$ cat src/rtl/param_piso_if.sv
// Handshake bundle for param_piso: parallel word in, serial bit stream out.
// The slave modport is the serialiser's view; the master modport is the sender/consumer side.
interface param_piso_if #(
    parameter int DATA_W = 8
);
    logic [DATA_W-1:0] parallel_i;
    logic              in_valid_i;
    logic              in_ready_o;
    logic              serial_o;
    logic              valid_o;
    logic              last_o;
    logic              out_ready_i;
    logic              empty_o;

    modport slave (
        input  parallel_i, in_valid_i, out_ready_i,
        output in_ready_o, serial_o, valid_o, last_o, empty_o
    );

    modport master (
        output parallel_i, in_valid_i, out_ready_i,
        input  in_ready_o, serial_o, valid_o, last_o, empty_o
    );
endinterface

$ cat src/rtl/param_piso.sv
// Parallel-in serial-out shifter with valid/ready on both sides.
// A new word may be accepted on the same edge the final bit of the previous word is consumed.
module param_piso #(
    parameter int DATA_W    = 8,
    parameter int MSB_FIRST = 0
) (
    input  logic         clk,
    input  logic         reset,
    param_piso_if.slave  bus
);
    localparam int CNT_W = $clog2(DATA_W);

    typedef enum logic {
        EMPTY = 1'b0,
        SHIFT = 1'b1
    } state_t;

    state_t            state_q;
    logic [DATA_W-1:0] shreg_q, shreg_d;
    logic [CNT_W-1:0]  cnt_q, cnt_d;
    logic              valid, last_bit, xfer, accept;

    assign valid    = (state_q == SHIFT);
    assign last_bit = valid && (cnt_q == CNT_W'(DATA_W - 1));
    assign xfer     = valid && bus.out_ready_i;
    assign accept   = bus.in_valid_i && bus.in_ready_o;

    assign bus.valid_o    = valid;
    assign bus.empty_o    = !valid;
    assign bus.last_o     = last_bit;
    assign bus.in_ready_o = !valid || (last_bit && bus.out_ready_i);
    assign bus.serial_o   = valid && ((MSB_FIRST != 0) ? shreg_q[DATA_W-1] : shreg_q[0]);

    // The presented bit always sits at one end of the register; zero-fill keeps it clean when drained.
    always_comb begin
        shreg_d = shreg_q;
        cnt_d   = cnt_q;
        if (accept) begin
            shreg_d = bus.parallel_i;
            cnt_d   = '0;
        end else if (xfer) begin
            shreg_d = (MSB_FIRST != 0) ? {shreg_q[DATA_W-2:0], 1'b0}
                                       : {1'b0, shreg_q[DATA_W-1:1]};
            cnt_d   = cnt_q + CNT_W'(1);
        end
    end

    always_ff @(posedge clk or posedge reset) begin
        if (reset) begin
            state_q <= EMPTY;
            shreg_q <= '0;
            cnt_q   <= '0;
        end else begin
            shreg_q <= shreg_d;
            cnt_q   <= cnt_d;
            case (state_q)
                EMPTY: if (accept) state_q <= SHIFT;
                SHIFT: if (last_bit && xfer && !accept) state_q <= EMPTY;
                default: state_q <= EMPTY;
            endcase
        end
    end
endmodule

$ cat src/flat_wrapper.sv
// flat-port wrapper written by rule: the top's interface ports become plain ports
module param_piso_flat 
#(
    parameter int DATA_W    = 8,
    parameter int MSB_FIRST = 0
)
  (clk, reset, bus_parallel_i, bus_in_valid_i, bus_out_ready_i, bus_in_ready_o, bus_serial_o, bus_valid_o, bus_last_o, bus_empty_o);
  param_piso_if #(.DATA_W(DATA_W)) bus_i ();
  input  logic clk;
  input  logic reset;
  input wire logic [$bits(bus_i.parallel_i)-1:0] bus_parallel_i;
  input wire logic [$bits(bus_i.in_valid_i)-1:0] bus_in_valid_i;
  input wire logic [$bits(bus_i.out_ready_i)-1:0] bus_out_ready_i;
  output wire logic [$bits(bus_i.in_ready_o)-1:0] bus_in_ready_o;
  output wire logic [$bits(bus_i.serial_o)-1:0] bus_serial_o;
  output wire logic [$bits(bus_i.valid_o)-1:0] bus_valid_o;
  output wire logic [$bits(bus_i.last_o)-1:0] bus_last_o;
  output wire logic [$bits(bus_i.empty_o)-1:0] bus_empty_o;
  assign bus_i.parallel_i = bus_parallel_i;
  assign bus_i.in_valid_i = bus_in_valid_i;
  assign bus_i.out_ready_i = bus_out_ready_i;
  assign bus_in_ready_o = bus_i.in_ready_o;
  assign bus_serial_o = bus_i.serial_o;
  assign bus_valid_o = bus_i.valid_o;
  assign bus_last_o = bus_i.last_o;
  assign bus_empty_o = bus_i.empty_o;
  param_piso #(.DATA_W(DATA_W), .MSB_FIRST(MSB_FIRST)) u_core (.clk(clk), .reset(reset), .bus(bus_i));
endmodule
$ cat config.mk
export PLATFORM = sky130hd
export DESIGN_NAME = param_piso_flat
export DESIGN_NICKNAME = d
export VERILOG_FILES = /design/src/rtl/param_piso_if.sv /design/src/rtl/param_piso.sv /design/src/flat_wrapper.sv
export SDC_FILE = /design/constraint.sdc
export NUM_CORES = 1
export LEC_CHECK = 0
export CORE_MARGIN = 5
export CORE_UTILIZATION = 32
export DETAILED_ROUTE_END_ITERATION = 7
export GPL_TIMING_DRIVEN = 0
export PLACE_DENSITY = 0.68
export REMOVE_ABC_BUFFERS = 1
export SETUP_SLACK_MARGIN = 0.1
export SYNTH_ARGS = -nofsm -noshare
export SYNTH_HDL_FRONTEND = slang
export SYNTH_SLANG_ARGS = --single-unit
$ cat constraint.sdc
create_clock -name clk -period 1.66 [get_ports clk]
set_input_delay 0.332 -clock clk [delete_from_list [all_inputs] [get_ports clk]]
set_output_delay 0.332 -clock clk [all_outputs]
set_load 0.1 [all_outputs]
==> flow_metrics.py, run 1 <==
metrics = {
    "logic_synthesis": {
        "synth_flop_cell": "dfrtp_1",
        "syn_inst": 69,
        "synth-seq-cells": 12,
        "synth_area_um2": 699,
        "yosysWarnings": 0,
        "synthTopCellsByArea": "dfrtp_1, mux2i_1, o22ai_1, a21oi_1, ha_1",
        "syn_area_per_cell_um2": 10.1,
        "ys_types": 23,
        "yosys.area.top_type": "dfrtp_1",
        "synthTopCellsByCount": "dfrtp_1, mux2i_1, o22ai_1",
        "synth.most_common_cell": "dfrtp_1",
        "synth_edf_count": 0,
        "synth_top_area_share_pct": 42.9,
        "synth-seq-area-share_pct": 42.9,
        "synth_async_sr_flop_share_pct": 100,
    },
    "route": {
        "vias": 573,
        "vias_per_cell": 4.86,
        "wl_per_cell_um": 13.4,
        "drc": 0,
        "drtPass1Iterations": 4,
        "drtIter0Drc": 7,
        "drtAntennaViolNets": 0,
        "drt_wl_total_mm": 1.58,
    },
    "global_routing": {
        "gr-total-overflow": 0,
        "track_usage_pct": 11.3,
        "grt_pass1_wl_mm": 2.75,
        "grt_pass1_vias": 577,
        "antenna_found_initial": 0,
        "grt_max_degree": 14,
    },
    "clock_tree": {
        "path_clk_slew_ns": 0.07,
        "cts_inserted_buffers": 3,
        "cts_buffer_depth": 2,
        "postCtsHoldBufs": 0,
        "htree_levels": 1,
        "clkSinkCount": 12,
        "clk-insertion-delay-late_ns": 0.27,
        "cts_tree": "yes",
        "cts_root_buf": "clkbuf_4",
    },
    "sta": {
        "tightestPinTransition_ns": 0.480,
        "period_needed_ns": 1.67,
        "hold_viol_final": 0,
        "slew_violations": 0,
        "fin_crit_sh_pct": 101,
        "finClkSkew_ns": 0.00601,
        "setup_viol": 2,
        "slew_headroom_pct": 68.0,
        "max_freq_mhz": 599,
        "rsz0062_at_grt": "yes",
        "whs_ns": 0.363,
        "layout_setup_ws_ns": -0.00912,
    },
    "die": {
        "start_util_pct": 32.6,
        "die-area_um2": 3220,
        "design.core.area_um2": 2150,
        "rows": 17,
        "ios": 17,
        "chipWidth_um": 56.8,
        "die_h_um": 56.8,
    },
    "pwr": {
        "p_leak_nw": 0.458,
        "p_sw_uw": 513,
        "swShare_pct": 40.9,
        "clkPwrFrac_pct": 14.0,
        "p_comb_share_pct": 50.7,
        "p_int_uw": 741,
        "power_density_nw_per_um2": 1290,
        "max-vdd-ir-drop_mv": 0.871,
        "seq_power_share_pct": 35.3,
    },
    "place": {
        "pre_cts_ws_ns": -1.19,
        "numPortBuffers": 16,
        "dp_hpwl_mm": 1.05,
        "globalplace.congestion": 0.695,
        "placed_area_um2": 867,
    },
    "critical_path": {
        "cp-start-kind": "flip-flop",
        "crit_chain": "ha_2, ha_4, nand2_2, nand2_4, buf_12",
        "path_buf_inv": 1,
        "endpoint_kind": "primary output",
        "critPathKind": "flip-flop to primary output",
        "cpLargestDelayFamily": "flip-flops",
        "slowest_stage": "dfrtp_1",
        "critical-path-max-stage-delay_ns": 0.38,
        "cp.required_ns": 1.33,
        "cp.arrival_ns": 1.34,
        "cp_max_fo": 3,
    },
    "status": {
        "violations": "negative setup slack",
        "outcome": "finished, violations left",
    },
    "layout": {
        "fin_nets": 106,
        "syn_to_final_growth_pct": 38.5,
        "diodes": 0,
        "final_cell_area_um2": 968,
        "drive_gt1_share_pct": 25.6,
        "fillCellCount": 214,
        "fin_util_pct": 45.1,
    },
    "worst_hold_path": {
        "hold_class": "input pin to async pin",
    },
    "job": {
        "cap_violations": 0,
    },
}
==> cell families (layout without fill, tap and decap cells) <==
| kind of cell | after synthesis | in the layout | synth area share, % |
|---|---|---|---|
| AND/OR/NAND/NOR | 21 | 21 | 17.9 |
| flip-flops | 12 | 12 | 42.9 |
| adder cells (fa/ha/maj) | 2 | 2 | 3.58 |
| multiplexers | 8 | 8 | 12.2 |
| buffers and inverters | 8 | 29 | 6.62 |
| AO/OA/AOI/OAI | 18 | 18 | 16.8 |
==> placed cells by master (no fill, tap or decap), types with 2 or more instances in the layout <==
| master | netlist | final |
|---|---|---|
| clkdlybuf4s50_1 | 0 | 10 |
| a21oi_1 | 6 | 6 |
| nor2_1 | 3 | 3 |
| nor2b_1 | 2 | 2 |
| clkbuf_4 | 0 | 3 |
| or2b_1 | 3 | 3 |
| dfrtp_1 | 12 | 11 |
| buf_12 | 0 | 2 |
| inv_1 | 5 | 5 |
| nand2_4 | 1 | 2 |
| o22ai_1 | 7 | 7 |
| mux2i_1 | 7 | 7 |
| a31o_1 | 2 | 2 |
| buf_4 | 0 | 6 |
| nand2b_1 | 4 | 4 |
==> registers in the layout, indices dropped and copies added, names as in the netlist <==
| signal | count |
|---|---|
| u_core.shreg_q | 8 |
| u_core.cnt_q | 3 |
| u_core.bus.valid_o | 1 |
==> layout make-up <==
cell class | instances | area, µm² | share of cell area [%]
flip-flops and latches | 12 | 302 | 31.1
inverters | 5 | 18.8 | 1.94
multi-input cells | 49 | 380 | 39.3
clock buffers | 3 | 22.5 | 2.33
well taps | 28 | 35.0 | 3.62
repair buffers | 21 | 210 | 21.7
==> what timing repair did <==
action                     in CTS  in global routing
setup endpoints to repair       5                  3
pin swaps                       2                  2
buffers inserted                5                  0
gates resized for setup        43                  2
==> power by group through the flow <==
stage	sequential, mW	clock, mW	combinational [mW]
2_1_floorplan	0.448	0	0.412
3_3_place_gp	0.443	0	0.533
3_5_place_dp	0.449	0	0.550
4_1_cts	0.443	0.190	0.622
5_1_grt	0.459	0.207	0.696
6_report	0.442	0.176	0.636
==> per-stage QoR <==
stage	total power [mW]	cells	setup TNS, ns
after floorplan	0.860	66	-7.09
after global placement	0.976	110	-4.33
after detailed placement	0.999	110	-4.54
after CTS	1.26	118	-0.0440
after global routing	1.36	118	-0.149
final	1.25	118	-0.0179
==> routing by layer <==
metal  vias to the layer above  share of wire (%)  track usage (%)
li1                        285                  -                -
met1                       265                 43             13.4
met2                        19                 47             16.3
met3                         4                8.3             5.98
met4                         0                1.6             5.96
met5                         -                  0                0
==> worst reg2reg max path, stage by stage, from the launching register on <==
cell and delay (ns):
dfrtp_1 0.38, ha_2 0.21, ha_4 0.17, buf_4 0.13, nand2_4 0.14, mux2i_1 0.22
a21oi_1 0.08
==> final timing paths <==
| check | endpoint | depth (start not counted) | startpoint | slack (ns) |
|---|---|---|---|---|
| max in group asynchronous | u_core.bus.valid_o | 2 | reset | 0.95 |
| worst max-delay path | bus_in_ready_o | 5 | u_core.cnt_q[0] | -0.009 |
| worst min-delay path | u_core.shreg_q[5] | 2 | reset | 0.36 |
| min in group clk | u_core.shreg_q[1] | 2 | u_core.shreg_q[1] | 0.55 |
| worst max register to register | u_core.shreg_q[0] | 6 | u_core.cnt_q[0] | 0.21 |
| worst min register to register | u_core.shreg_q[1] | 2 | u_core.shreg_q[1] | 0.55 |
Power figures use the tool's default switching activity.
==> run 2: changes to the inputs <==
--- a/config.mk
+++ b/config.mk
@@ -6,10 +6,10 @@
 export NUM_CORES = 1
 export LEC_CHECK = 0
 export CORE_MARGIN = 5
-export CORE_UTILIZATION = 32
+export CORE_UTILIZATION = 35
 export DETAILED_ROUTE_END_ITERATION = 7
 export GPL_TIMING_DRIVEN = 0
-export PLACE_DENSITY = 0.68
+export PLACE_DENSITY = 0.72
 export REMOVE_ABC_BUFFERS = 1
 export SETUP_SLACK_MARGIN = 0.1
 export SYNTH_ARGS = -nofsm -noshare
==> flow_metrics.py, run 2 (synthesis results as in run 1) <==
metrics = {
    "sta": {
        "slew_violations": 0,
        "slew_headroom_pct": 67.4,
        "fin_crit_sh_pct": 102,
        "setup_viol": 2,
        "whs_ns": 0.370,
        "layout_setup_ws_ns": -0.0311,
        "max_freq_mhz": 591,
        "tightestPinTransition_ns": 0.489,
        "period_needed_ns": 1.69,
        "rsz0062_at_grt": "yes",
        "hold_viol_final": 0,
        "finClkSkew_ns": 0.00401,
    },
    "global_routing": {
        "track_usage_pct": 12.1,
        "grt_pass1_vias": 565,
        "antenna_found_initial": 0,
        "gr-total-overflow": 0,
        "grt_max_degree": 14,
        "grt_pass1_wl_mm": 2.53,
    },
    "pwr": {
        "power_mw": 1.32,
        "swShare_pct": 39.9,
        "p_int_uw": 791,
        "power_density_nw_per_um2": 1340,
        "max-vdd-ir-drop_mv": 0.607,
        "seq_power_share_pct": 34.2,
        "p_comb_share_pct": 48.1,
        "clkPwrFrac_pct": 17.7,
        "p_leak_nw": 0.471,
        "p_sw_uw": 525,
    },
    "layout": {
        "diodes": 0,
        "syn_to_final_growth_pct": 41.0,
        "layout_common_cells": "dfrtp_1, clkdlybuf4s50_1, buf_4",
        "largest_register": "u_core.shreg_q",
        "drive_gt1_share_pct": 26.9,
        "largest_reg_flops": 8,
        "fin_nets": 108,
        "fillCellCount": 197,
        "final_common_cell": "dfrtp_1",
    },
    "clock_tree": {
        "cts_root_buf": "clkbuf_4",
        "clkSinkCount": 12,
        "path_clk_slew_ns": 0.08,
        "cts_buffer_depth": 2,
        "cts_tree": "yes",
        "cts_inserted_buffers": 3,
        "clk-insertion-delay-late_ns": 0.27,
        "htree_levels": 1,
    },
    "route": {
        "route.met2.wl_um": 763,
        "wirelength_met1_um": 706,
        "highest_layer": "met4",
        "drtPass1Iterations": 4,
        "vias_per_cell": 4.88,
        "drc": 0,
        "wl_per_cell_um": 12.8,
        "drtAntennaViolNets": 0,
        "drtIter0Drc": 4,
        "vias": 586,
        "wl_met3_um": 49,
        "drt_wl_total_mm": 1.54,
    },
    "place": {
        "numPortBuffers": 16,
        "globalplace.congestion": 0.720,
        "dp_hpwl_mm": 1.03,
    },
    "worst_hold_path": {
        "hold_class": "input pin to async pin",
    },
    "critical_path": {
        "cp-start-kind": "flip-flop",
        "critPathKind": "flip-flop to primary output",
        "cp.arrival_ns": 1.36,
        "cp_max_fo": 3,
        "endpoint_kind": "primary output",
        "reg2reg_depth": 7,
        "cp.required_ns": 1.33,
        "regToRegSetupSlack_ns": 0.18,
        "r2r-end": "u_core.shreg_q[6]",
        "worstReg2RegStart": "u_core.cnt_q[1]",
    },
    "die": {
        "design.core.area_um2": 1940,
        "start_util_pct": 36.0,
        "die-area_um2": 2990,
        "rows": 16,
        "die_h_um": 54.7,
        "chipWidth_um": 54.7,
        "ios": 17,
    },
    "status": {
        "outcome": "finished, violations left",
        "violations": "negative setup slack",
    },
    "job": {
        "cap_violations": 0,
    },
}
==> run 2: per-layer routing <==
layer  vias to the layer above  track usage (%)
met5                         -                0
met2                        12             18.5
met3                         2             2.72
met4                         0             7.47
met1                       280             15.3
li1                        292                -
==> run 2: cell type report <==
cell class / instances / area [µm²] / share of cell area [%]
multi-input combinational: 49 / 383 / 38.8
sequential: 12 / 302 / 30.6
timing repair buffer: 23 / 213 / 21.6
clock buffer: 4 / 36.3 / 3.68
tap: 27 / 33.8 / 3.43
inverter: 5 / 18.8 / 1.90
==> run 2: stage by stage <==
step	setup TNS, ns	utilization, %	setup slack (ns)	std cells	area (µm²)
2_1_floorplan	-7.09	-	-1.02	66	672
3_3_place_gp	-4.36	44.6	-1.19	109	866
3_5_place_dp	-4.40	44.6	-1.17	109	866
4_1_cts	-0.0907	49.0	-0.0529	117	951
5_1_grt	-0.173	50.8	-0.0891	120	986
6_report	-0.0473	50.8	-0.0311	120	986
==> run 2: what timing repair did <==
item	CTS	global route
gates resized for setup	39	2
pin swaps	1	2
hold buffers	0	0
endpoints found under the setup margin	5	2
setup buffers	4	3
==> run 2: critical path, stage by stage, from the launching register on <==
cell and delay [ns]:
dfrtp_1 0.41, ha_4 0.18, ha_4 0.16, and2_1 0.16
buf_6 0.18
==> run 2: worst max-delay path by stage <==
| stage | start | end | cells after the start |
|---|---|---|---|
| after floorplan | u_core.bus.valid_o | u_core.shreg_q[7] | 2 |
| after global placement | bus_out_ready_i | bus_in_ready_o | 4 |
| after detailed placement | bus_out_ready_i | bus_in_ready_o | 4 |
| after CTS | u_core.cnt_q[0] | bus_last_o | 4 |
| after global routing | u_core.cnt_q[1] | bus_in_ready_o | 5 |
| final | u_core.cnt_q[1] | bus_last_o | 4 |
==> run 2: power groups by stage <==
stage | registers (mW) | logic, mW | clock network, mW
2_1_floorplan | 0.448 | 0.412 | 0
3_3_place_gp | 0.446 | 0.535 | 0
3_5_place_dp | 0.449 | 0.549 | 0
4_1_cts | 0.443 | 0.602 | 0.242
5_1_grt | 0.464 | 0.688 | 0.264
6_report | 0.450 | 0.633 | 0.233
==> run 3: changes to the inputs <==
--- a/config.mk
+++ b/config.mk
@@ -9,6 +9,7 @@
 export CORE_UTILIZATION = 35
 export DETAILED_ROUTE_END_ITERATION = 7
 export GPL_TIMING_DRIVEN = 0
+export MAX_ROUTING_LAYER = met4
 export PLACE_DENSITY = 0.72
 export REMOVE_ABC_BUFFERS = 1
 export SETUP_SLACK_MARGIN = 0.1
==> constraint.sdc (replaced) <==
create_clock -name clk -period 1.84 [get_ports clk]
set_input_delay 0.368 -clock clk [delete_from_list [all_inputs] [get_ports clk]]
set_output_delay 0.368 -clock clk [all_outputs]
set_load 0.1 [all_outputs]
==> flow_metrics.py, run 3 (synthesis results as in run 1) <==
metrics = {
    "status": {
        "outcome": "finished, final reports clean",
    },
    "clock_tree": {
        "cts_buffer_depth": 2,
        "cts_root_buf": "clkbuf_4",
        "cts_tree": "yes",
        "htree_levels": 1,
        "cts_inserted_buffers": 3,
        "clk-insertion-delay-late_ns": 0.27,
        "clkSinkCount": 12,
        "path_clk_slew_ns": 0.08,
    },
    "route": {
        "drt_wl_total_mm": 1.45,
        "drtAntennaViolNets": 0,
        "wl_met3_um": 52,
        "highest_layer": "met4",
        "wl_per_cell_um": 12.5,
        "drtPass1Iterations": 4,
        "wirelength_met1_um": 688,
        "route.met2.wl_um": 692,
        "drc": 0,
        "drtIter0Drc": 8,
        "vias_per_cell": 4.97,
        "vias": 577,
    },
    "critical_path": {
        "cp.arrival_ns": 1.36,
        "cp.required_ns": 1.47,
        "crit_chain": "ha_2, ha_4, nand2_4, nand2_4, buf_12",
        "cpMostUsedCell": "nand2_4",
        "reg2reg_depth": 5,
        "path_buf_inv": 1,
        "endpoint_kind": "primary output",
        "slowest_stage": "dfrtp_1",
        "cp_max_fo": 4,
        "cpLargestDelayFamily": "flip-flops",
        "critical-path-max-stage-delay_ns": 0.39,
        "cp.depth": 5,
        "cp-start-kind": "flip-flop",
        "critPathKind": "flip-flop to primary output",
    },
    "die": {
        "die-area_um2": 2990,
        "start_util_pct": 36.0,
        "die_h_um": 54.7,
        "ios": 17,
        "design.core.area_um2": 1940,
        "chipWidth_um": 54.7,
        "rows": 16,
    },
    "global_routing": {
        "antenna_found_initial": 0,
        "gr-total-overflow": 0,
        "grt_pass1_wl_mm": 2.44,
        "track_usage_pct": 12.1,
        "grt_max_degree": 18,
        "grt_pass1_vias": 537,
    },
    "layout": {
        "largest_register": "u_core.shreg_q",
        "syn_to_final_growth_pct": 38.3,
        "fillCellCount": 194,
        "layout_common_cells": "dfrtp_1, clkdlybuf4s50_1, mux2i_1, o22ai_1, a21oi_1",
        "final_common_cell": "dfrtp_1",
        "fin_cells": 116,
        "drive_gt1_share_pct": 24.7,
        "fin_util_pct": 49.8,
        "diodes": 0,
        "fin_nets": 104,
        "largest_reg_flops": 8,
    },
    "sta": {
        "slew_violations": 0,
        "whs_ns": 0.401,
        "rsz0062_at_grt": "yes",
        "setup_viol": 0,
        "max_freq_mhz": 579,
        "hold_viol_final": 0,
        "slew_headroom_pct": 64.8,
        "final.setup.tns_ns": 0,
        "finClkSkew_ns": 0.00484,
        "fin_crit_sh_pct": 93.8,
        "tightestPinTransition_ns": 0.527,
        "period_needed_ns": 1.73,
    },
    "job": {
        "cap_violations": 0,
    },
    "pwr": {
        "power_mw": 1.16,
        "p_leak_nw": 0.462,
        "max-vdd-ir-drop_mv": 0.567,
        "power_density_nw_per_um2": 1200,
    },
    "place": {
        "globalplace.congestion": 0.728,
        "dp_hpwl_mm": 1.03,
        "numPortBuffers": 16,
        "dp.cells": 109,
    },
    "worst_hold_path": {
        "hold_class": "input pin to async pin",
    },
}
-- run 3: changes by cell type in the layout (fill, tap and decap cells not counted), sizes merged --
cell and delta:
buf -5, clkbuf +1
-- run 3: what timing repair did --
item                       4_1_cts  5_1_grt
pin swaps                        0        2
gates resized for setup         40        5
hold buffers                     0        0
setup endpoints to repair        5        4
setup buffers                    1        2
-- run 3: report_power, final --
part / internal (mW) / switching, mW / leakage [nW]
clock: 0.120 / 0.0902 / 0.0210
combinational: 0.231 / 0.315 / 0.306
sequential: 0.347 / 0.0598 / 0.136
total: 0.698 / 0.466 / 0.462
-- run 3: path summary, 6_finish.rpt --
check | from | endpoint | slack (ns)
worst min register to register | u_core.shreg_q[1] | u_core.shreg_q[1] | 0.56
worst max-delay path | u_core.cnt_q[1] | bus_in_ready_o | 0.11
min in group clk | u_core.shreg_q[1] | u_core.shreg_q[1] | 0.56
worst max register to register | u_core.cnt_q[1] | u_core.shreg_q[6] | 0.46
max in group asynchronous | reset | u_core.bus.valid_o | 1.09
worst min-delay path | reset | u_core.shreg_q[7] | 0.40
-- run 3: area by class of cell --
| class | instances | area, µm² | area share [%] |
|---|---|---|---|
| Clock buffer | 4 | 36.3 | 3.75 |
| Multi-Input combinational cell | 49 | 385 | 39.8 |
| Timing Repair Buffer | 19 | 191 | 19.8 |
| Sequential cell | 12 | 302 | 31.2 |
| Tap cell | 27 | 33.8 | 3.49 |
| Inverter | 5 | 18.8 | 1.94 |
-- run 3: per-layer routing --
layer | up-vias | global-route usage [%]
met4 | 0 | 7.47
met2 | 14 | 17.1
met5 | - | -
met1 | 277 | 15.3
li1 | 284 | -
met3 | 2 | 2.72
-- run 3: per-stage QoR --
stage          setup slack [ns]  instance area (µm²)
4_1_cts                  0.0515                  935
3_5_place_dp              -1.06                  866
6_report                  0.114                  967
5_1_grt                  0.0269                  967
3_3_place_gp              -1.08                  866
2_1_floorplan            -0.835                  672
